$ cat config.mk
export PLATFORM = sky130hd
export DESIGN_NAME = match_pe_scoreboard
export DESIGN_NICKNAME = d
export VERILOG_FILES = /design/src/rtl/match_pe_scoreboard.sv
export SDC_FILE = /design/constraint.sdc
export NUM_CORES = 1
export LEC_CHECK = 0
export ABC_CLOCK_PERIOD_IN_PS = 6500
export BUFFER_PORTS_ARGS = -buffer_cell sky130_fd_sc_hd__clkbuf_2
export CAP_MARGIN = 40
export CORE_MARGIN = 10
export CORE_UTILIZATION = 25
export CTS_CLUSTER_DIAMETER = 200
export DETAILED_ROUTE_END_ITERATION = 10
export HOLD_SLACK_MARGIN = 0.05
export PLACE_DENSITY_LB_ADDON = 0.25
export SKIP_CTS_REPAIR_TIMING = 1
export SYNTH_ARGS = -nofsm -noshare
export SYNTH_HDL_FRONTEND = slang
export SYNTH_SLANG_ARGS = --single-unit
$ cat constraint.sdc
create_clock -name clk -period 6.5 [get_ports clk]
set_clock_uncertainty 0.15 [all_clocks]
set_input_delay 0.325 -clock clk [delete_from_list [all_inputs] [get_ports clk]]
set_output_delay 0.325 -clock clk [all_outputs]
set_load 0.01 [all_outputs]
$ cat src/rtl/match_pe_scoreboard.sv
// ============================================================================
// match_pe_scoreboard
//
// Job scoreboard in front of the match PE pipeline.  Each accepted job
// (head address, history address) is allocated to one of 2^SCOREBOARD_ENTRY_INDEX
// entries.  Entries issue PE_WIDTH-byte compare chunks to the PE one at a time,
// accumulate the returned per-chunk match lengths, and stop on the first
// partial chunk or after the final permitted chunk.  Final lengths leave in
// job-acceptance order.
//
// Ports
//   clk, rst                    clock, asynchronous active-high reset
//   job_valid / job_ready       job handshake; job_ready means the entry at the
//                               allocation pointer is (or is becoming) free
//   job_head_addr/job_hist_addr job byte addresses
//   pe_valid, pe_idx, pe_last   registered chunk request to the PE
//   pe_head_addr/pe_history_addr base + k*PE_WIDTH
//   res_valid, res_last,        PE result, echoing pe_idx / pe_last
//   res_idx, res_match_len
//   out_valid / out_ready       final result handshake
//   out_match_len, out_hist_addr total length and history address of the job
// ============================================================================
module match_pe_scoreboard #(
    parameter int SCOREBOARD_ENTRY_INDEX = 2,
    parameter int ADDR_WIDTH             = 16,
    parameter int PE_WIDTH               = 32,
    parameter int MAX_LEN_LOG2           = 8
) (
    input  logic                              clk,
    input  logic                              rst,
    input  logic                              job_valid,
    output logic                              job_ready,
    input  logic [ADDR_WIDTH-1:0]             job_head_addr,
    input  logic [ADDR_WIDTH-1:0]             job_hist_addr,
    output logic                              pe_valid,
    output logic [SCOREBOARD_ENTRY_INDEX-1:0] pe_idx,
    output logic                              pe_last,
    output logic [ADDR_WIDTH-1:0]             pe_head_addr,
    output logic [ADDR_WIDTH-1:0]             pe_history_addr,
    input  logic                              res_valid,
    input  logic                              res_last,
    input  logic [SCOREBOARD_ENTRY_INDEX-1:0] res_idx,
    input  logic [MAX_LEN_LOG2:0]             res_match_len,
    output logic                              out_valid,
    input  logic                              out_ready,
    output logic [MAX_LEN_LOG2:0]             out_match_len,
    output logic [ADDR_WIDTH-1:0]             out_hist_addr
);

    localparam int SEI      = SCOREBOARD_ENTRY_INDEX;
    localparam int NE       = 1 << SEI;
    localparam int CHUNKS   = (1 << MAX_LEN_LOG2) / PE_WIDTH;
    localparam int K_W      = (CHUNKS > 1) ? $clog2(CHUNKS) : 1;
    localparam int LEN_W    = MAX_LEN_LOG2 + 1;
    localparam int PE_SHIFT = $clog2(PE_WIDTH);

    typedef enum logic [1:0] {
        ST_IDLE  = 2'd0,
        ST_ISSUE = 2'd1,
        ST_WAIT  = 2'd2,
        ST_DONE  = 2'd3
    } entry_state_e;

    // Per-entry storage
    entry_state_e          state_q [NE];
    entry_state_e          state_d [NE];
    logic [ADDR_WIDTH-1:0] head_q  [NE];
    logic [ADDR_WIDTH-1:0] hist_q  [NE];
    logic [K_W-1:0]        k_q     [NE];
    logic [K_W-1:0]        k_d     [NE];
    logic [LEN_W-1:0]      acc_q   [NE];
    logic [LEN_W-1:0]      acc_d   [NE];

    // Pointers and arbiter history
    logic [SEI-1:0]        alloc_ptr_q;
    logic [SEI-1:0]        retire_ptr_q;
    logic [SEI-1:0]        last_grant_q;

    // PE request register
    logic                  pe_valid_q;
    logic [SEI-1:0]        pe_idx_q;
    logic                  pe_last_q;
    logic [ADDR_WIDTH-1:0] pe_head_q;
    logic [ADDR_WIDTH-1:0] pe_hist_q;
    logic [SEI-1:0]        pe_idx_d;
    logic                  pe_last_d;
    logic [ADDR_WIDTH-1:0] pe_head_d;
    logic [ADDR_WIDTH-1:0] pe_hist_d;

    // Handshake and arbiter decisions
    logic                  alloc_fire_s;
    logic                  retire_fire_s;
    logic                  grant_valid_s;
    logic [SEI-1:0]        grant_idx_s;
    logic [SEI-1:0]        cand_s;
    logic                  hit_s;
    logic [ADDR_WIDTH-1:0] pe_offset_s;

    // Retire side is a plain view of the entry under the retire pointer.
    assign out_valid     = (state_q[retire_ptr_q] == ST_DONE);
    assign out_match_len = acc_q[retire_ptr_q];
    assign out_hist_addr = hist_q[retire_ptr_q];
    assign retire_fire_s = out_valid && out_ready;

    // Retire is resolved before allocation: an entry leaving DONE this cycle
    // may be refilled in the same cycle.
    assign job_ready    = (state_q[alloc_ptr_q] == ST_IDLE) ||
                          (retire_fire_s && (retire_ptr_q == alloc_ptr_q));
    assign alloc_fire_s = job_valid && job_ready;

    assign pe_valid        = pe_valid_q;
    assign pe_idx          = pe_idx_q;
    assign pe_last         = pe_last_q;
    assign pe_head_addr    = pe_head_q;
    assign pe_history_addr = pe_hist_q;

    // Round-robin arbiter: scan ISSUE entries starting just after the last grant.
    always_comb begin
        grant_valid_s = 1'b0;
        grant_idx_s   = last_grant_q;
        cand_s        = last_grant_q;
        hit_s         = 1'b0;
        for (int off = 1; off <= NE; off++) begin
            cand_s        = last_grant_q + SEI'(off);
            hit_s         = !grant_valid_s && (state_q[cand_s] == ST_ISSUE);
            grant_idx_s   = hit_s ? cand_s : grant_idx_s;
            grant_valid_s = grant_valid_s | hit_s;
        end
    end

    // Next request contents for the granted entry; hold previous values otherwise.
    always_comb begin
        pe_offset_s = ADDR_WIDTH'(k_q[grant_idx_s]) << PE_SHIFT;
        if (grant_valid_s) begin
            pe_idx_d  = grant_idx_s;
            pe_last_d = (k_q[grant_idx_s] == K_W'(CHUNKS - 1));
            pe_head_d = head_q[grant_idx_s] + pe_offset_s;
            pe_hist_d = hist_q[grant_idx_s] + pe_offset_s;
        end else begin
            pe_idx_d  = pe_idx_q;
            pe_last_d = pe_last_q;
            pe_head_d = pe_head_q;
            pe_hist_d = pe_hist_q;
        end
    end

    // Per-entry state machine: allocation, issue grant, result accumulation, retire.
    always_comb begin
        for (int i = 0; i < NE; i++) begin
            state_d[i] = state_q[i];
            k_d[i]     = k_q[i];
            acc_d[i]   = acc_q[i];
            case (state_q[i])
                ST_IDLE: begin
                    if (alloc_fire_s && (alloc_ptr_q == SEI'(i))) begin
                        state_d[i] = ST_ISSUE;
                        k_d[i]     = {K_W{1'b0}};
                        acc_d[i]   = {LEN_W{1'b0}};
                    end else begin
                        state_d[i] = ST_IDLE;
                    end
                end
                ST_ISSUE: begin
                    if (grant_valid_s && (grant_idx_s == SEI'(i))) begin
                        state_d[i] = ST_WAIT;
                    end else begin
                        state_d[i] = ST_ISSUE;
                    end
                end
                ST_WAIT: begin
                    // res_idx is unique because each entry has at most one request in flight.
                    if (res_valid && (res_idx == SEI'(i))) begin
                        acc_d[i] = acc_q[i] + res_match_len;
                        if ((res_match_len == LEN_W'(PE_WIDTH)) && !res_last) begin
                            k_d[i]     = k_q[i] + K_W'(1);
                            state_d[i] = ST_ISSUE;
                        end else begin
                            state_d[i] = ST_DONE;
                        end
                    end else begin
                        state_d[i] = ST_WAIT;
                    end
                end
                ST_DONE: begin
                    if (retire_fire_s && (retire_ptr_q == SEI'(i))) begin
                        if (alloc_fire_s && (alloc_ptr_q == SEI'(i))) begin
                            state_d[i] = ST_ISSUE;
                            k_d[i]     = {K_W{1'b0}};
                            acc_d[i]   = {LEN_W{1'b0}};
                        end else begin
                            state_d[i] = ST_IDLE;
                        end
                    end else begin
                        state_d[i] = ST_DONE;
                    end
                end
                default: begin
                    state_d[i] = ST_IDLE;
                end
            endcase
        end
    end

    // Entry state, counters and accumulators.
    always_ff @(posedge clk or posedge rst) begin
        if (rst) begin
            for (int i = 0; i < NE; i++) begin
                state_q[i] <= ST_IDLE;
                k_q[i]     <= {K_W{1'b0}};
                acc_q[i]   <= {LEN_W{1'b0}};
            end
        end else begin
            for (int i = 0; i < NE; i++) begin
                state_q[i] <= state_d[i];
                k_q[i]     <= k_d[i];
                acc_q[i]   <= acc_d[i];
            end
        end
    end

    // Job base addresses, captured on allocation.
    always_ff @(posedge clk or posedge rst) begin
        if (rst) begin
            for (int i = 0; i < NE; i++) begin
                head_q[i] <= {ADDR_WIDTH{1'b0}};
                hist_q[i] <= {ADDR_WIDTH{1'b0}};
            end
        end else if (alloc_fire_s) begin
            head_q[alloc_ptr_q] <= job_head_addr;
            hist_q[alloc_ptr_q] <= job_hist_addr;
        end else begin
            head_q[alloc_ptr_q] <= head_q[alloc_ptr_q];
        end
    end

    // Allocation, retire and arbiter pointers.
    always_ff @(posedge clk or posedge rst) begin
        if (rst) begin
            alloc_ptr_q  <= {SEI{1'b0}};
            retire_ptr_q <= {SEI{1'b0}};
            last_grant_q <= {SEI{1'b1}};
        end else begin
            alloc_ptr_q  <= alloc_fire_s  ? alloc_ptr_q + SEI'(1)  : alloc_ptr_q;
            retire_ptr_q <= retire_fire_s ? retire_ptr_q + SEI'(1) : retire_ptr_q;
            last_grant_q <= grant_valid_s ? grant_idx_s            : last_grant_q;
        end
    end

    // Registered PE request.
    always_ff @(posedge clk or posedge rst) begin
        if (rst) begin
            pe_valid_q <= 1'b0;
            pe_idx_q   <= {SEI{1'b0}};
            pe_last_q  <= 1'b0;
            pe_head_q  <= {ADDR_WIDTH{1'b0}};
            pe_hist_q  <= {ADDR_WIDTH{1'b0}};
        end else begin
            pe_valid_q <= grant_valid_s;
            pe_idx_q   <= pe_idx_d;
            pe_last_q  <= pe_last_d;
            pe_head_q  <= pe_head_d;
            pe_hist_q  <= pe_hist_d;
        end
    end

endmodule

==> out/summary.txt, run 1 <==
Status -> complete, no violations
Least-Margin Pin Slew -> 0.943 ns
Crit path kind -> register to register
Syn_nets -> 1370
Initial antenna violation count -> 1
RR Startpoint -> state_q[7]$_DFF_PP0_
Max_slew headroom -> 36.2%
Remaining Overflow, GRT -> 0
Max Cap Viol -> 0
Final hold vios -> 0
Die W -> 249 um
Depth of the worst register-to-register path -> 14
Vias -> 10104
# rows -> 83
Die area -> 62100 sq um
Power Density -> 588 nW/um^2
DRC Markers -> 0
Hpwl dp -> 27.7 mm
Antenna Nets Post-Route -> 0
Yosys reg bits -> 226
Syn_area_per_cell -> 10.4 sq um
CTS sink cnt -> 226
Gate count after technology mapping -> 1265
Commonest non-fill, non-tap cell in the layout -> dfrtp_1
Worst Hold End -> alloc_ptr_q[0]$_DFFE_PP0N_
IO Port Bufs -> 111
CTS buffer count -> 28
FILL cells -> 5375
Commonest non-fill, non-tap cells in the layout -> 221 x dfrtp_1, 176 x nand2_1, 114 x a21oi_1, 111 x clkbuf_2, 100 x nor2_1
Layout cells sized above 1 -> 23.9%
DRT Pass-1 Iters -> 5
Number of synthesized flops with an enable pin -> 0
Root Driver -> clkbuf_16
Pins Over Slew Limit -> 0
First-pass GRT wire length -> 63.2 mm
Htree depth -> 1
Clk_lat worst skew -> 0.58 ns
Number of DRC markers in iteration 0 -> 598
Part of the cycle the worst path needs -> 68.6%
Detailed Route WL -> 40.5 mm
Sequential share of the synthesized area -> 43.1%
Starting Density -> 25.4%
Final setup TNS -> 0 ns
FMAX -> 224 MHz
GPL Wtd Cong -> 0.796
Vias in the first global route -> 10135
Final Power -> 0.00931 W
Area growth from synthesis to layout -> 20.5%
Worst-case clock buffer depth -> 3
FFs w/ async S/R, synth -> 100%
CP max FO -> 27
Setup crit end kind -> register
Wire per inst -> 19.4 um
Final core utilization -> 30.6%
Fin nets -> 1487
Max VDD drop -> 220 uV
Worst hold path class -> input pin to register
TritonCTS clock tree -> yes
P_leak -> 6.85 nW
Worst Path Required -> 6.80 ns
Worst hold slack -> 0.0304 ns
Vias per std cell -> 4.85
Total track usage -> 12.7%
Worst reg2reg path endpoint -> pe_history_addr[15]$_DFFE_PP0P_
Warnings, synthesis -> 0
Fin crit period -> 4.46 ns
Cell Area, Synth -> 13100 sq um
Library cells used by synthesis -> 81
Pin count of the biggest net entering global routing -> 105
Chip height -> 249 um
Critical Path Start Type -> register
Main synth FF type -> dfrtp_1
I/O pin cnt -> 112
Core Area -> 51700 sq um
R2r setup slk -> 2.04 ns
CP arrival -> 4.76 ns
Min-Delay Startpoint -> job_valid
RSZ-0062 raised after global routing -> no
Final Setup Violations -> 0
Worst-path clk slew -> 0.06 ns
Hold Path Cell Cnt -> 4
where the power goes:
part / switching (W) / internal (W)
Combinational: 0.00279 / 0.00205
Sequential: 0.000554 / 0.00202
Clock: 0.000685 / 0.00121
logic make-up (layout without fill, tap and decap cells):
family	count (synthesis)	in the layout	share of synthesized area, %
compound gates	280	280	13.3
xor+xnor	55	55	3.67
fa+ha+maj	56	56	5.68
buf+inv	108	247	3.86
flops	226	226	43.1
mux	162	162	17.2
other cells	0	1	0
simple gates	378	378	13.2
routing by layer:
layer	GRT usage (%)	vias to the layer above	wire length [um]
li1	-	4769	-
met5	0	-	0
met1	17.9	5049	19300
met3	1.69	51	1730
met2	20.2	235	18700
met4	3.07	0	717
synthesized netlist by cell type, types with 7 or more instances:
master    instances  area, sq um
mux4_2           41          923
buf_6             7         78.8
mux2i_1          48          480
buf_1            10         37.5
nand4_1          11         68.8
xnor2_1          38          333
dfrtp_1         224         5610
a21oi_1         114          571
buf_4             7         52.6
inv_1            30          113
clkbuf_1         34          128
ha_1             50          626
nor2_1          101          379
a21o_1            7         52.6
nand2_1         176          661
o31ai_1          11         82.6
a31oi_1          13         81.3
mux2_2           65          732
o21ai_0          53          265
o21ai_1           9         45.0
buf_2            18         90.1
nand3_1          30          150
a22o_1           15          131
o22ai_1           9         56.3
xor2_1           17          149
o21bai_1         13         97.6
worst max-delay path by stage:
| stage | startpoint | to | cells past startpoint |
|---|---|---|---|
| final | state_q[7]$_DFF_PP0_ | pe_history_addr[15]$_DFFE_PP0P_ | 14 |
| after global routing | state_q[7]$_DFF_PP0_ | pe_history_addr[15]$_DFFE_PP0P_ | 14 |
| after CTS | state_q[2]$_DFF_PP0_ | pe_history_addr[15]$_DFFE_PP0P_ | 14 |
| after detailed placement | state_q[2]$_DFF_PP0_ | pe_history_addr[15]$_DFFE_PP0P_ | 14 |
| after global placement | state_q[2]$_DFF_PP0_ | pe_history_addr[15]$_DFFE_PP0P_ | 14 |
| after floorplan | last_grant_q[1]$_DFFE_PP1P_ | pe_history_addr[15]$_DFFE_PP0P_ | 18 |
critical path, stage by stage (launching register included):
cell      delay, ns
dfrtp_1        0.50
nand2b_1       0.30
nand2_1        0.24
a31oi_4        0.15
nand2_4        0.33
inv_2          0.37
and3_1         0.26
a31oi_1        0.56
inv_1          0.16
fa_1           0.50
inv_1          0.08
a21oi_1        0.14
nor4b_2        0.34
xor2_1         0.17
a21oi_1        0.08
stage by stage:
step / instances / worst slack [ns] / instance area, sq um
2_1_floorplan: 1265 / 2.69 / 13100
3_3_place_gp: 1999 / 2.13 / 14400
3_5_place_dp: 2002 / 2.00 / 14400
4_1_cts: 2054 / 2.01 / 15500
5_1_grt: 2085 / 1.65 / 15800
6_report: 2085 / 2.04 / 15800
cell type report:
type                    instances  area (sq um)  area share (%)
diodes                          1          2.50          0.0158
flip-flops and latches        226          5660            35.8
well taps                     680           851            5.37
clock inverters                19           363            2.29
multi-input cells             931          6990            44.2
inverters                      32           124           0.782
clock buffers                  33           769            4.86
repair buffers                163          1070            6.76
flip-flops by register name, indices dropped and copies added (netlist names):
| signal | flops |
|---|---|
| head_q | 64 |
| pe_idx | 2 |
| pe_last | 1 |
| pe_history_addr | 16 |
| acc_q | 36 |
| alloc_ptr_q | 2 |
| pe_head_addr | 16 |
| state_q | 8 |
| k_q | 12 |
| pe_valid | 1 |
| hist_q | 64 |
| last_grant_q | 2 |
| retire_ptr_q | 2 |
Power figures use the tool's default switching activity.
==> inputs of run 2 (changes only) <==
ABC_AREA = 1   (was unset)
ABC_CLOCK_PERIOD_IN_PS = 3800   (was 6500)
clock period = 3.8 ns   (was 6.5 ns; I/O delays follow)
==> run 2 against run 1 <==
Area after synthesis rose by 3.6%. Register-to-register slack got worse by 1.9 ns. Count of clock-buffer cells in the layout is 5 higher. Synthesized cell count rose by 43%. First-iteration DRC count grew 50%.
==> out/summary.txt, run 2 <==
Crit path kind -> register to register
Number of synthesized flops with an enable pin -> 0 (unchanged)
Die W -> 253 um (+1.7%)
DRT Pass-1 Iters -> 5 (unchanged)
Initial antenna violation count -> 2 (+1)
Critical Path Start Type -> register
Worst hold slack -> 0.0325 ns (+0.00206 ns)
Worst-path clk slew -> 0.06 ns (about the same)
Worst Path Required -> 4.10 ns (-2.70 ns)
Commonest non-fill, non-tap cells in the layout -> 389 x nand2_1, 224 x dfrtp_1, 223 x nor2_1, 192 x o21ai_0, 152 x inv_1
Status -> complete, no violations
Setup crit end kind -> register
Total track usage -> 14.5% (+1.7 points)
Top-area cell type share of the netlist area -> 41.2% (-1.5 points)
Vias in the first global route -> 12247 (+21%)
Cell Area, Synth -> 13600 sq um (+3.6%)
Final hold vios -> 0 (unchanged)
Wire per inst -> 17.6 um (-9.1%)
Placed inst area -> 15000 sq um (+4.3%)
Least-Margin Pin Slew -> 0.875 ns (-0.0678 ns)
Worst hold path class -> input pin to register
Ranking of synthesized cells by area -> dfrtp_1 41%, nand2_1 11%, o21ai_0 7.1%
CP max FO -> 8 (-70%)
Synth cell count leaders -> 397 x nand2_1, 224 x dfrtp_1, 224 x nor2_1
Detailed Route WL -> 47.4 mm (+17%)
Design Area, Final -> 16700 sq um (+5.4%)
IO Port Bufs -> 111 (unchanged)
Antenna Nets Post-Route -> 0 (unchanged)
Main synth FF type -> dfrtp_1
Vias per std cell -> 4.71 (-2.8%)
Final setup TNS -> 0 ns (unchanged)
FMAX -> 273 MHz (+22%)
Fin nets -> 2074 (+39%)
Pin count of the biggest net entering global routing -> 147 (+40%)
CP arrival -> 3.96 ns (-0.80 ns)
Yosys reg bits -> 226 (unchanged)
Max_slew headroom -> 41.7% (+5.4 points)
Layout cells sized above 1 -> 16.9% (-7.0 points)
I/O pin cnt -> 112 (unchanged)
Part of the cycle the worst path needs -> 96.4% (+28 points)
Vias -> 12662 (+25%)
DRC Markers -> 0 (unchanged)
Htree depth -> 1 (unchanged)
Yosys top cell by area -> dfrtp_1
Top flop regs -> head_q x64, hist_q x64, acc_q x36
Sequential share of the synthesized area -> 41.6% (-1.5 points)
Worst-case clock buffer depth -> 3 (unchanged)
Gate count after technology mapping -> 1809 (+43%)
CTS sink cnt -> 226 (unchanged)
FFs w/ async S/R, synth -> 100% (unchanged)
Top-count cell post-synth -> nand2_1
CP max stage delay -> 0.63 ns (+0.07 ns)
RSZ-0062 raised after global routing -> yes
Commonest non-fill, non-tap cell in the layout -> nand2_1
Hpwl dp -> 33.5 mm (+21%)
# rows -> 85 (+2.4%)
Syn_nets -> 1914 (+40%)
Syn_area_per_cell -> 7.53 sq um (-28%)
Core Area -> 53900 sq um (+4.3%)
CTS buffer count -> 28 (unchanged)
Critical-path top delay cell -> dfstp_2
Chip height -> 253 um (+1.7%)
Pins Over Slew Limit -> 0 (unchanged)
Library cells used by synthesis -> 57 (-30%)
Remaining Overflow, GRT -> 0 (unchanged)
Starting Density -> 25.2% (-0.15 points)
Root Driver -> clkbuf_16
Final Setup Violations -> 0 (unchanged)
Die area -> 64200 sq um (+3.3%)
Number of DRC markers in iteration 0 -> 898 (+50%)
Area growth from synthesis to layout -> 22.6%
Clk_lat worst skew -> 0.57 ns (about the same)
Warnings, synthesis -> 0 (unchanged)
TritonCTS clock tree -> yes
GPL Wtd Cong -> 0.864 (+8.5%)
First-pass GRT wire length -> 73.1 mm (+16%)
Max Cap Viol -> 0 (unchanged)
Fin crit period -> 3.66 ns (-0.795 ns)
[run 2: cells by family (layout without fill, tap and decap cells)]
group	count (synthesis)	in the layout	share of synthesized area [%]
compound gates	437	437	17.8
xor+xnor	21	21	1.35
fa+ha+maj	56	56	5.48
buf+inv	268	450	8.27
flops	226	226	41.6
mux	4	4	0.294
other cells	0	1	0
simple gates	797	797	25.3
[run 2: cell type report]
cell class	instances	area (sq um)
repair buffers	219	1500
flip-flops and latches	226	5660
diodes	1	2.50
inverters	179	688
well taps	696	871
fillers	5717	37200
clock inverters	14	183
multi-input cells	1315	6960
clock buffers	38	830
[run 2: final timing paths]
path	start	depth (start not counted)	slack, ns	end
worst min register to register	pe_head_addr[6]$_DFFE_PP0P_	2	0.32	pe_head_addr[6]$_DFFE_PP0P_
worst max register to register	last_grant_q[0]$_DFFE_PP1P_	26	0.14	pe_history_addr[15]$_DFFE_PP0P_
min in group asynchronous	rst	4	0.50	pe_head_addr[1]$_DFFE_PP0P_
max in group asynchronous	rst	5	1.92	acc_q[35]$_DFFE_PP0P_
worst max-delay path	last_grant_q[0]$_DFFE_PP1P_	26	0.14	pe_history_addr[15]$_DFFE_PP0P_
worst min-delay path	job_valid	4	0.03	alloc_ptr_q[1]$_DFFE_PP0N_
[run 2: metrics by stage]
stage,setup slack [ns],util (%),std cells
2_1_floorplan,0.153,-,1809
3_3_place_gp,0.0997,27.9,2580
3_5_place_dp,0.0402,27.9,2580
4_1_cts,0.0236,29.7,2632
5_1_grt,-0.137,31.0,2688
6_report,0.136,31.0,2688
[run 2: worst max-delay path: cells and delay by family (launching register included)]
family                     cells  cell delay (ns)
and+or+nand+nor               15             1.37
buffers and inverters          7             0.57
adders and majority gates      2             0.61
AOI/OAI and AO/OA              2             0.18
DFF                            1             0.63
[run 2: layer usage]
| metal | track usage (%) | vias to the layer above | wire length (um) | part of all wire (%) |
|---|---|---|---|---|
| met3 | 2.19 | 71 | 2420 | 5.1 |
| met4 | 4.53 | 2 | 1180 | 2.5 |
| li1 | - | 6303 | - | - |
| met5 | 0 | - | 13 | 0.027 |
| met2 | 23.0 | 318 | 21300 | 45 |
| met1 | 19.7 | 5968 | 22500 | 47 |
Power of run 2 is not shown: default switching activity piles up to over one toggle a cycle in this logic, so the estimate is an artifact.
